## src/rtl/dprf_regfile.sv

```systemverilog
// -----------------------------------------------------------------------------
// dprf_regfile
//
// Architectural register file with a per-register in-flight scoreboard.
// Serves the register-read stage's two read ports, accepts one writeback per
// cycle, and tracks outstanding writers per register so that the read stage
// can stall on RAW hazards. Squashed instructions give back their reservation
// through the squash port.
//
// Optional feature macro: DPRF_BYPASS_EN
//   defined   : the current writeback is forwarded to the read ports, and the
//               busy flag drops in the same cycle as the final writeback.
//   undefined : reads return stored data only; busy = (count != 0).
//
// Parameters
//   NREGS   number of architectural registers (AW = $clog2(NREGS))
//   DATA_W  register width
//   CNT_W   width of each pending-writer counter (max 2**CNT_W-1)
//
// Ports
//   i_clk          clock, rising edge
//   i_reset_n      asynchronous active-low reset
//   dprf_ra/rb     read addresses
//   dprf_ra/rb_val read data (combinational)
//   dprf_ra/rb_busy register has an outstanding writer (combinational)
//   iss_valid/rd   instruction writing iss_rd leaves the read stage
//   wb_valid/rd/val writeback
//   sq_valid/rd    issued instruction squashed
//   sb_error       sticky scoreboard over/underflow flag
// -----------------------------------------------------------------------------
module dprf_regfile #(
    parameter  int NREGS  = 16,
    parameter  int DATA_W = 32,
    parameter  int CNT_W  = 2,
    localparam int AW     = $clog2(NREGS)
) (
    input  logic              i_clk,
    input  logic              i_reset_n,

    input  logic [AW-1:0]     dprf_ra,
    input  logic [AW-1:0]     dprf_rb,
    output logic [DATA_W-1:0] dprf_ra_val,
    output logic [DATA_W-1:0] dprf_rb_val,
    output logic              dprf_ra_busy,
    output logic              dprf_rb_busy,

    input  logic              iss_valid,
    input  logic [AW-1:0]     iss_rd,

    input  logic              wb_valid,
    input  logic [AW-1:0]     wb_rd,
    input  logic [DATA_W-1:0] wb_val,

    input  logic              sq_valid,
    input  logic [AW-1:0]     sq_rd,

    output logic              sb_error
);

    localparam int SW = CNT_W + 2;
    localparam logic [SW-1:0] CNT_MAX = SW'((2 ** CNT_W) - 1);

    // -------------------------------------------------------------------------
    // State
    // -------------------------------------------------------------------------
    logic [DATA_W-1:0] r_regs [NREGS];
    logic [CNT_W-1:0]  r_cnt  [NREGS];
    logic              r_sb_error;

    // -------------------------------------------------------------------------
    // Per-register counter next-state
    // -------------------------------------------------------------------------
    logic [SW-1:0]     w_sum  [NREGS];
    logic [SW-1:0]     w_dec  [NREGS];
    logic [SW-1:0]     w_res  [NREGS];
    logic [CNT_W-1:0]  w_cnt_nxt [NREGS];
    logic [NREGS-1:0]  w_ovf;
    logic [NREGS-1:0]  w_udf;

    // The increment is applied before the decrements so that an issue and a
    // writeback in the same cycle on a saturated counter is not flagged.
    always_comb begin
        w_ovf = '0;
        w_udf = '0;
        for (int unsigned r = 0; r < NREGS; r++) begin
            w_sum[r]     = SW'(r_cnt[r]) + SW'(iss_valid && (iss_rd == AW'(r)));
            w_dec[r]     = SW'(wb_valid && (wb_rd == AW'(r)))
                         + SW'(sq_valid && (sq_rd == AW'(r)));
            w_res[r]     = '0;
            w_cnt_nxt[r] = r_cnt[r];
            if (w_sum[r] < w_dec[r]) begin
                w_udf[r]     = 1'b1;
                w_cnt_nxt[r] = '0;
            end else begin
                w_res[r] = w_sum[r] - w_dec[r];
                if (w_res[r] > CNT_MAX) begin
                    w_ovf[r]     = 1'b1;
                    w_cnt_nxt[r] = '1;
                end else begin
                    w_cnt_nxt[r] = w_res[r][CNT_W-1:0];
                end
            end
        end
    end

    // -------------------------------------------------------------------------
    // Sequential update
    // -------------------------------------------------------------------------
    always_ff @(posedge i_clk or negedge i_reset_n) begin
        if (!i_reset_n) begin
            for (int unsigned r = 0; r < NREGS; r++) begin
                r_cnt[r] <= '0;
            end
        end else begin
            for (int unsigned r = 0; r < NREGS; r++) begin
                r_cnt[r] <= w_cnt_nxt[r];
            end
        end
    end

    always_ff @(posedge i_clk or negedge i_reset_n) begin
        if (!i_reset_n) begin
            for (int unsigned r = 0; r < NREGS; r++) begin
                r_regs[r] <= '0;
            end
        end else if (wb_valid) begin
            r_regs[wb_rd] <= wb_val;
        end
    end

    always_ff @(posedge i_clk or negedge i_reset_n) begin
        if (!i_reset_n) begin
            r_sb_error <= 1'b0;
        end else if (|(w_ovf | w_udf)) begin
            r_sb_error <= 1'b1;
        end
    end

    assign sb_error = r_sb_error;

    // -------------------------------------------------------------------------
    // Read ports
    // -------------------------------------------------------------------------
    logic [CNT_W-1:0] w_ra_cnt;
    logic [CNT_W-1:0] w_rb_cnt;

    assign w_ra_cnt = r_cnt[dprf_ra];
    assign w_rb_cnt = r_cnt[dprf_rb];

`ifdef DPRF_BYPASS_EN
    logic w_ra_wb_hit;
    logic w_rb_wb_hit;
    logic w_ra_iss_hit;
    logic w_rb_iss_hit;

    assign w_ra_wb_hit  = wb_valid  && (wb_rd  == dprf_ra);
    assign w_rb_wb_hit  = wb_valid  && (wb_rd  == dprf_rb);
    assign w_ra_iss_hit = iss_valid && (iss_rd == dprf_ra);
    assign w_rb_iss_hit = iss_valid && (iss_rd == dprf_rb);

    assign dprf_ra_val = w_ra_wb_hit ? wb_val : r_regs[dprf_ra];
    assign dprf_rb_val = w_rb_wb_hit ? wb_val : r_regs[dprf_rb];

    // The last outstanding writer completing this cycle is already forwarded,
    // so busy can drop now -- unless a new writer issues in the same cycle.
    assign dprf_ra_busy = (w_ra_cnt != '0)
                       && !((w_ra_cnt == CNT_W'(1)) && w_ra_wb_hit && !w_ra_iss_hit);
    assign dprf_rb_busy = (w_rb_cnt != '0)
                       && !((w_rb_cnt == CNT_W'(1)) && w_rb_wb_hit && !w_rb_iss_hit);
`else
    assign dprf_ra_val  = r_regs[dprf_ra];
    assign dprf_rb_val  = r_regs[dprf_rb];
    assign dprf_ra_busy = (w_ra_cnt != '0);
    assign dprf_rb_busy = (w_rb_cnt != '0);
`endif

endmodule

```

## config.mk

```make
export PLATFORM = sky130hd
export DESIGN_NAME = dprf_regfile
export DESIGN_NICKNAME = d
export VERILOG_FILES = /design/src/rtl/dprf_regfile.sv
export SDC_FILE = /design/constraint.sdc
export NUM_CORES = 1
export LEC_CHECK = 0
export BUFFER_PORTS_ARGS = -buffer_cell sky130_fd_sc_hd__buf_2
export CAP_MARGIN = 40
export CELL_PAD_IN_SITES_DETAIL_PLACEMENT = 1
export CELL_PAD_IN_SITES_GLOBAL_PLACEMENT = 2
export CORE_UTILIZATION = 40
export DETAILED_ROUTE_END_ITERATION = 7
export GPL_TIMING_DRIVEN = 0
export PLACE_DENSITY_LB_ADDON = 0.08
export RECOVER_POWER = 100
export SYNTH_ARGS = -nofsm -noshare
export SYNTH_HDL_FRONTEND = slang
export SYNTH_SLANG_ARGS = --single-unit
```

## constraint.sdc

```tcl
create_clock -name i_clk -period 2.9 [get_ports i_clk]
set_clock_uncertainty 0.05 [all_clocks]
set_input_delay 0.435 -clock i_clk [delete_from_list [all_inputs] [get_ports i_clk]]
set_output_delay 0.435 -clock i_clk [all_outputs]
set_load 0.03 [all_outputs]
```

==> results of run 1 <==
==> final timing paths <==
path | from | end | slack [ps] | cells past startpoint
setup / recovery | wb_rd[2] | sb_error | -40 | 13
hold / removal | wb_val[25] | r_regs[313] | 100 | 2
setup reg to reg | r_cnt[0] | sb_error | 170 | 9
hold reg to reg | r_regs[395] | r_regs[395] | 460 | 1
max in group asynchronous | i_reset_n | r_cnt[30] | 560 | 5
min in group asynchronous | i_reset_n | r_regs[465] | 350 | 2
==> layout make-up <==
class                   instances  area (um2)
fillers                      7180       38800
plain buffers                 156        1090
flip-flops and latches        545       13600
repair buffers                191        1510
clock buffers                  97        1960
well taps                     969        1210
inverters                      70         268
clock inverters                22         272
diodes                          2        5.00
multi-input cells            1144       16200
==> cell usage after synthesis <==
| cell | number |
|---|---|
| mux2_1 | 176 |
| nor3b_1 | 12 |
| clkbuf_2 | 2 |
| nand2b_1 | 7 |
| or2_2 | 4 |
| buf_1 | 14 |
| nand3_1 | 4 |
| o221ai_1 | 4 |
| buf_2 | 61 |
| nand2_1 | 4 |
| nand4_1 | 1 |
| clkbuf_1 | 71 |
| and2_1 | 5 |
| mux2_2 | 338 |
| buf_4 | 2 |
| buf_6 | 15 |
| nand3b_1 | 6 |
| and4_1 | 3 |
| a21oi_1 | 48 |
| nor4bb_1 | 4 |
| o21a_1 | 12 |
| ha_1 | 80 |
| fa_1 | 32 |
| or2_1 | 2 |
| inv_1 | 70 |
| or3_1 | 4 |
| nor2_1 | 37 |
| nor3_1 | 29 |
| nor4_1 | 6 |
| or3b_1 | 1 |
| dfrtp_1 | 545 |
| or3b_2 | 1 |
| mux4_2 | 324 |
==> flip-flops by register name, summed over array words and instances, names as in the netlist <==
signal	count
sb_error	1
r_cnt	32
r_regs	512
==> stage by stage <==
stage	hold WS, ps	util (%)	instance area (um2)	setup TNS (ps)
after detailed placement	416	44.2	33100	-43950
after floorplan	89.4	-	30700	-635
after global routing	87.7	48.3	36200	-178
after CTS	69.7	47.9	35900	-61.9
after global placement	430	43.3	32500	-5689960
final	95.9	48.3	36200	-44.3
==> logic make-up after synthesis <==
family,after synthesis,share of synthesized area [%]
and+or+nand+nor,130,2.36
adders and majority gates,112,5.38
AOI/OAI and AO/OA,64,1.20
muxes,838,42.9
DFF,545,44.7
buffers and inverters,235,3.54
==> worst reg2reg max path, stage by stage, from the launching register on <==
cell	delay, ps
dfrtp_1	380
ha_1	250
ha_1	290
inv_1	50
fa_1	410
ha_1	300
nor4bb_4	230
o221ai_2	190
nor4_4	330
nand4_1	110
==> report_power, final <==
group	switching, mW	internal [mW]
registers	1.38	9.44
logic	3.10	3.90
clock network	3.43	5.16
==> per-layer routing <==
metal | GRT usage, % | routed length (um)
met1 | 36.5 | 43400
met2 | 45.0 | 50700
met3 | 4.73 | 4660
met4 | 7.99 | 3120
met5 | 0 | 41
==> what timing repair did <==
item	CTS	global route
buffers inserted	14	18
gates resized for setup	135	42
hold buffers	1	0
endpoints found under the hold margin	72	0
pin swaps	18	17
endpoints found under the setup margin	91	11
==> impl_metrics.toml, run 1 <==
[clock_tree]
numClockSinks = 545
cts_tree = "yes"
htree_levels = 3
cts_buffers = 67
cts_root_buf = "clkbuf_16"
clkLatencyLatePin_ps = 620
clock_path_buffers = 3
path_clk_slew_ps = 60

[setup_path]
critPathMaxStageDelay_ps = 440
critPathCaptureType = "flip-flop"
cpLargestDelayFamily = "simple AND/OR/NAND/NOR gates"
crit_path_max_fanout = 4
path_class = "primary input to flip-flop"
critPathRequiredTime_ps = 3330
worst-path-buf-inv = 3
critPathArrivalTime_ps = 3370
crit_top_cell = "ha_4"
worst_setup_path_start_kind = "primary input"
crit_slowest_cell = "or3_4"
path_cells = "buf_12 -> or3b_4 -> buf_6 -> or3_4 -> inv_4 -> ha_4 -> ha_4 -> fa_2 -> ha_4 -> nor4bb_4 -> o221ai_2 -> nor4_4 -> nand4_1"

[die]
start_util_pct = 40.7
die_y_um = 278
io-pin-count = 124
die_x_um = 278
row_count = 100
core-area_mm2 = 0.0749
die-area_mm2 = 0.0774

[global_routing]
first_global_vias = 21288
track_usage_pct = 27.1
grt_max_degree = 119
antenna_found_initial = 5
grt_pass1_wl_mm = 151
overflow = 0

[sta]
finalCriticalPeriod_ps = 2940
fin_ws_ps = -43.1
grt_setup_unrepaired = "yes"
final-hold-violation-count = 0
setup_viol = 3
fmax_mhz = 340
min_period_over_period_pct = 101
max_slew_margin_pct = 49.0
tightest_slew_ps = 765
finalMaxSlewViolations = 0

[route]
drtIter0Drc = 1050
drt.antenna.violating_nets = 0
post_drt_via_cell_ratio = 6.00
drc = 0
routed-via-count = 19190
drt_pass1_iterations = 5
drt_wl_total_mm = 102
post_drt_wl_per_cell_um = 31.9

[cells_and_area]
nets = 2344
drive_gt1_share_pct = 50.4
mostFrequentLayoutCells = "dfrtp_1 (545), mux2_2 (338), mux4_2 (324)"
area_delta_synth_final_pct = 18.5
final_common_cell = "dfrtp_1"
stdcell_count = 3196

[power]
peakVddDrop_uv = 388
powerDensity_mw_per_mm2 = 730
p_leak_nw = 15.3
fin_total_pwr_mw = 26.4

[placed_design]
port_buffers = 113
dp_hpwl_mm = 69.8
finalWeightedCongestion = 0.801
dp_slack_ps = -1700
dp_cells = 3051

[synthesis]
netlist_area_mm2 = 0.0305
yosysTopAreaCell = "dfrtp_1"
synthTopCellsByArea = "dfrtp_1 (45%), mux4_2 (24%), mux2_2 (12%), mux2_1 (6.5%), ha_1 (3.3%)"
synth.top_cell.area_share_pct = 44.7
yosysSeqAreaShare_pct = 44.7
synth_cell_type_count = 33
synth_cells = 1924
yosysWarnings = 0
syn_nets = 2093
avgSynthCellArea_um2 = 15.9
ys_seq_elements = 545

[min_path]
hold_path.class = "primary input to flip-flop"

[run_status]
status = "complete, but fails checks"
violations = "negative setup slack"

[job]
max_cap_viol_count = 0
Note: power is estimated with default switching activity, not from simulation.
==> inputs of run 2 (changes only) <==
--- a/config.mk
+++ b/config.mk
@@ -13,7 +13,6 @@
 export DETAILED_ROUTE_END_ITERATION = 7
 export GPL_TIMING_DRIVEN = 0
 export PLACE_DENSITY_LB_ADDON = 0.08
-export RECOVER_POWER = 100
 export SYNTH_ARGS = -nofsm -noshare
 export SYNTH_HDL_FRONTEND = slang
 export SYNTH_SLANG_ARGS = --single-unit
==> impl_metrics.toml, run 2 (synthesis gave the netlist of run 1 again) <==
[run_status]
status = "complete, but fails checks"
violations = "negative setup slack"

[setup_path]
path_class = "primary input to flip-flop"
startpoint = "wb_rd[2]"
critPathCaptureType = "flip-flop"
r2r_slack_ps = 170
crit_path_max_fanout = 4
critPathRequiredTime_ps = 3330
rr_startpoint = "r_cnt[0]"
rr_worst_depth = 9
worst_setup_path_start_kind = "primary input"
critPathArrivalTime_ps = 3370
timing.rr.end = "sb_error"

[min_path]
min_from = "wb_val[25]"
worstHoldEndpoint = "r_regs[313]"
hold_path.class = "primary input to flip-flop"
hold_path_depth = 2

[cells_and_area]
nets = 2344
final_area_mm2 = 0.0362
largest_reg_flops = 512
drive_gt1_share_pct = 50.4
area_delta_synth_final_pct = 18.5
mostFrequentLayoutCells = "dfrtp_1 (545), mux2_2 (338), mux4_2 (324)"
stdcell_count = 3196
final_common_cell = "dfrtp_1"
final_util_pct = 48.3
max_flop_register = "r_regs"

[placed_design]
post_dp_cell_area_mm2 = 0.0331
dp_cells = 3051
dp_slack_ps = -1700
port_buffers = 113
finalWeightedCongestion = 0.801
dp_hpwl_mm = 69.8

[sta]
fmax_mhz = 340
finalMaxSlewViolations = 0
grt_setup_unrepaired = "yes"
tightest_slew_ps = 765
hold_slack_ps = 95.9
fin_setup_tns_ps = -44.3
fin_ws_ps = -43.1
setup_viol = 3
min_period_over_period_pct = 101
finalCriticalPeriod_ps = 2940
max_slew_margin_pct = 49.0
final-hold-violation-count = 0

[clock_tree]
cts_buffers = 67
htree_levels = 3
numClockSinks = 545
path_clk_slew_ps = 60
cts_tree = "yes"
cts_root_buf = "clkbuf_16"
clkLatencyLatePin_ps = 620
clock_path_buffers = 3

[route]
routed-via-count = 19201
drt_pass1_iterations = 5
post_drt_via_cell_ratio = 6.01
drt.antenna.violating_nets = 0
drt_wl_total_mm = 102
post_drt_wl_per_cell_um = 31.9
drtIter0Drc = 1050
drc = 0

[die]
die_x_um = 278
die_y_um = 278
row_count = 100
core-area_mm2 = 0.0749
io-pin-count = 124
start_util_pct = 40.7
die-area_mm2 = 0.0774

[global_routing]
first_global_vias = 21288
antenna_found_initial = 5
grt_max_degree = 119
overflow = 0
grt_pass1_wl_mm = 151
track_usage_pct = 27.1

[power]
powerDensity_mw_per_mm2 = 730
fin_total_pwr_mw = 26.4
peakVddDrop_uv = 388
p_leak_nw = 15.3

[job]
max_cap_viol_count = 0
run 2: cell count changes in the layout (fill, tap and decap cells not counted), sizes merged:
cell    previous run  this run
buf              278       279
clkbuf           165       164
run 2: critical path: stages:
cell and delay (ps):
buf_12 110, or3b_4 430, buf_6 130, or3_4 440
inv_4 90, ha_4 200, ha_4 160, fa_2 380
ha_4 280, nor4bb_4 250, o221ai_2 160, nor4_4 190
nand4_1 110
run 2: metal layers:
| metal | vias to the layer above | global-route usage [%] | wire length (um) |
|---|---|---|---|
| met5 | - | 0 | 41 |
| met4 | 6 | 7.99 | 3120 |
| met3 | 167 | 4.73 | 4720 |
| met2 | 488 | 45.0 | 50700 |
| met1 | 10602 | 36.5 | 43400 |
| li1 | 7938 | - | - |
run 2: worst max path at each step:
stage	end	slack, ps
final	sb_error	-40
after global routing	sb_error	-110
after CTS	sb_error	-60
after detailed placement	sb_error	-1700
after global placement	r_cnt[23]	-10380
after floorplan	sb_error	-320
run 2: final cells by class:
class                      instances  area (um2)
clock inverter                    22         272
timing repair buffer             191        1510
clock buffer                      97        1960
multi-input combinational       1144       16200
inverter                          70         268
buffer                           156        1090
sequential                       545       13600
tap                              969        1210
antenna                            2        5.00
fill                            7179       38800
run 2: report_power, final:
part	total, mW	leakage, nW	internal, mW	switching (mW)
logic	7.00	7.55	3.90	3.10
clock network	8.58	1.10	5.16	3.43
registers	10.8	6.61	9.44	1.38
total	26.4	15.3	18.5	7.91
run 2: repair_timing:
action                     4_1_cts  5_1_grt
resized for setup              135       42
hold endpoints to repair        72        0
pin swaps                       18       17
setup endpoints to repair       91       11
setup buffers                   14       18
hold buffers                     1        0
==> inputs of run 3 (changes only) <==
--- a/config.mk
+++ b/config.mk
@@ -5,11 +5,12 @@
 export SDC_FILE = /design/constraint.sdc
 export NUM_CORES = 1
 export LEC_CHECK = 0
+export ABC_AREA = 1
 export BUFFER_PORTS_ARGS = -buffer_cell sky130_fd_sc_hd__buf_2
 export CAP_MARGIN = 40
 export CELL_PAD_IN_SITES_DETAIL_PLACEMENT = 1
 export CELL_PAD_IN_SITES_GLOBAL_PLACEMENT = 2
-export CORE_UTILIZATION = 40
+export CORE_UTILIZATION = 38
 export DETAILED_ROUTE_END_ITERATION = 7
 export GPL_TIMING_DRIVEN = 0
 export PLACE_DENSITY_LB_ADDON = 0.08
==> impl_metrics.toml, run 3 <==
[placed_design]
finalWeightedCongestion = 0.969
dp_hpwl_mm = 126
port_buffers = 90
dp_slack_ps = -850
dp_cells = 5549

[sta]
finalMaxSlewViolations = 0
finalCriticalPeriod_ps = 2950
fmax_mhz = 339
tightest_slew_ps = 961
setup_viol = 7
grt_setup_unrepaired = "yes"
fin_ws_ps = -53.4
final-hold-violation-count = 0
max_slew_margin_pct = 36.0
min_period_over_period_pct = 102

[power]
p_leak_nw = 17.8
powerDensity_mw_per_mm2 = 697
peakVddDrop_uv = 460
fin_total_pwr_mw = 26.3

[cells_and_area]
fill_cells = 10552
multi_input_area_mm2 = 0.0153
seqCellArea_mm2 = 0.0136
final_common_cell = "nand2_1"
stdcell_count = 5682
max_flop_register = "r_regs"
nets = 4647
largest_reg_flops = 512
drive_gt1_share_pct = 14.2
area_delta_synth_final_pct = 15.7
mostFrequentLayoutCells = "nand2_1 (872), o21ai_0 (561), dfrtp_1 (545)"

[global_routing]
first_global_vias = 34202
antenna_found_initial = 7
grt_pass1_wl_mm = 250
grt_max_degree = 100
overflow = 0
track_usage_pct = 40.4

[route]
top_layer = "met5"
drtIter0Drc = 3445
drt-met1-wl_mm = 72.6
drt.antenna.violating_nets = 0
wl_met3_mm = 15.8
drc = 0
routed-via-count = 34090
post_drt_via_cell_ratio = 6.00
drt_wl_total_mm = 176
wl_met2_mm = 76.6
drt_pass1_iterations = 7
post_drt_wl_per_cell_um = 30.9

[setup_path]
worst_setup_path_start_kind = "primary input"
crit_path_max_fanout = 10
path_class = "primary input to output port"
critPathCaptureType = "output port"
critPathRequiredTime_ps = 2410
critPathArrivalTime_ps = 2470

[die]
die_y_um = 295
start_util_pct = 38.3
die_x_um = 295
core-area_mm2 = 0.0851
row_count = 107
io-pin-count = 124
die-area_mm2 = 0.0870

[clock_tree]
path_clk_slew_ps = 60
cts_tree = "yes"
clock_path_buffers = 3
numClockSinks = 545
cts_buffers = 71
cts_root_buf = "clkbuf_16"
htree_levels = 3
clkLatencyLatePin_ps = 640

[synthesis]
synth.top_cell.area_share_pct = 41.8
synth_cell_type_count = 31
synthMuxAreaShare_pct = 0
syn_nets = 4439
synth_top_family_by_area = "compound AO/OA/AOI/OAI gates"
async_flop_share_pct = 100
synth-xor-area-share_pct = 0
synth_cells = 4270
yosysWarnings = 0
avgSynthCellArea_um2 = 7.64
synth_edf_count = 0
yosysSeqAreaShare_pct = 41.8
yosys.area_share.adder_pct = 5.03
yosysMostFrequentCell = "nand2_1"
synth_common_cells = "nand2_1 (876), o21ai_0 (561), dfrtp_1 (545)"
ys_seq_elements = 545
synth-simple-area-share_pct = 18.6
synth_compound_area_share_pct = 23.3
synth_ff_type = "dfrtp_1"
netlist_area_mm2 = 0.0326
yosysTopAreaCell = "dfrtp_1"
synthTopCellsByArea = "dfrtp_1 (42%), nand2_1 (10%), o21ai_0 (8.6%), nand3_1 (6.6%), inv_1 (5.3%)"

[run_status]
status = "complete, but fails checks"
violations = "negative setup slack"

[min_path]
hold_path.class = "primary input to flip-flop"

[job]
max_cap_viol_count = 0
-- run 3: where the power goes --
part	switching, mW	internal, mW	leakage [nW]
clock	3.82	5.30	1.16
sequential	1.05	9.34	6.62
combinational	4.61	2.18	10.0
-- run 3: kinds of logic (layout without fill, tap and decap cells) --
logic type | after synthesis | count (layout)
AOI/OAI and AO/OA | 1347 | 1347
adders and majority gates | 112 | 112
buffers and inverters | 830 | 1096
DFF | 545 | 545
other | 0 | 2
and+or+nand+nor | 1436 | 1436
-- run 3: area by class of cell --
type	instances	share of cell area, %
multi-input combinational	2895	40.6
sequential	545	36.1
clock buffer	114	5.94
buffer	347	5.45
inverter	478	4.75
tap	1144	3.79
timing repair buffer	140	3.05
clock inverter	17	0.269
antenna	2	0.0133
-- run 3: metal layers --
layer  up-vias  track usage, %
met1     17074            53.8
met4         2            22.3
met5         -               0
met3       509            8.24
li1      14701               -
met2      1804            61.5
-- run 3: final timing paths --
| check | startpoint | end | slack, ps | cells after the start |
|---|---|---|---|---|
| setup reg to reg | r_cnt[4] | sb_error | 390 | 11 |
| max in group asynchronous | i_reset_n | r_regs[61] | 1220 | 4 |
| hold / removal | wb_val[23] | r_regs[151] | 60 | 3 |
| hold reg to reg | r_regs[269] | r_regs[269] | 430 | 2 |
| setup / recovery | dprf_ra[0] | dprf_ra_val[1] | -50 | 9 |
| min in group asynchronous | i_reset_n | r_regs[9] | 240 | 2 |
-- run 3: worst max-delay path: stages --
cell,delay [ps]
buf_2,180
buf_4,200
buf_2,340
buf_6,290
o211ai_1,160
nand3_1,120
nand3_1,160
nand2_1,300
buf_2,270
-- run 3: repair_timing --
action	in CTS	in global routing
gates resized for setup	58	48
pin swaps	0	0
setup buffers	0	4
cloned	0	0
hold buffers	1	0
setup endpoints to repair	56	21
endpoints found under the hold margin	40	0
-- run 3: per-stage QoR --
| stage | util (%) | hold WS [ps] | TNS (ps) | area (um2) |
|---|---|---|---|---|
| floorplan | - | 89.4 | 0 | 32600 |
| detailed placement | 41.3 | 337 | -13500 | 35200 |
| global route | 44.3 | 62.1 | -29.9 | 37700 |
| CTS | 44.2 | 43.5 | 0 | 37600 |
| global placement | 40.5 | 415 | -6093330 | 34500 |
| finish | 44.3 | 57.2 | -221 | 37700 |
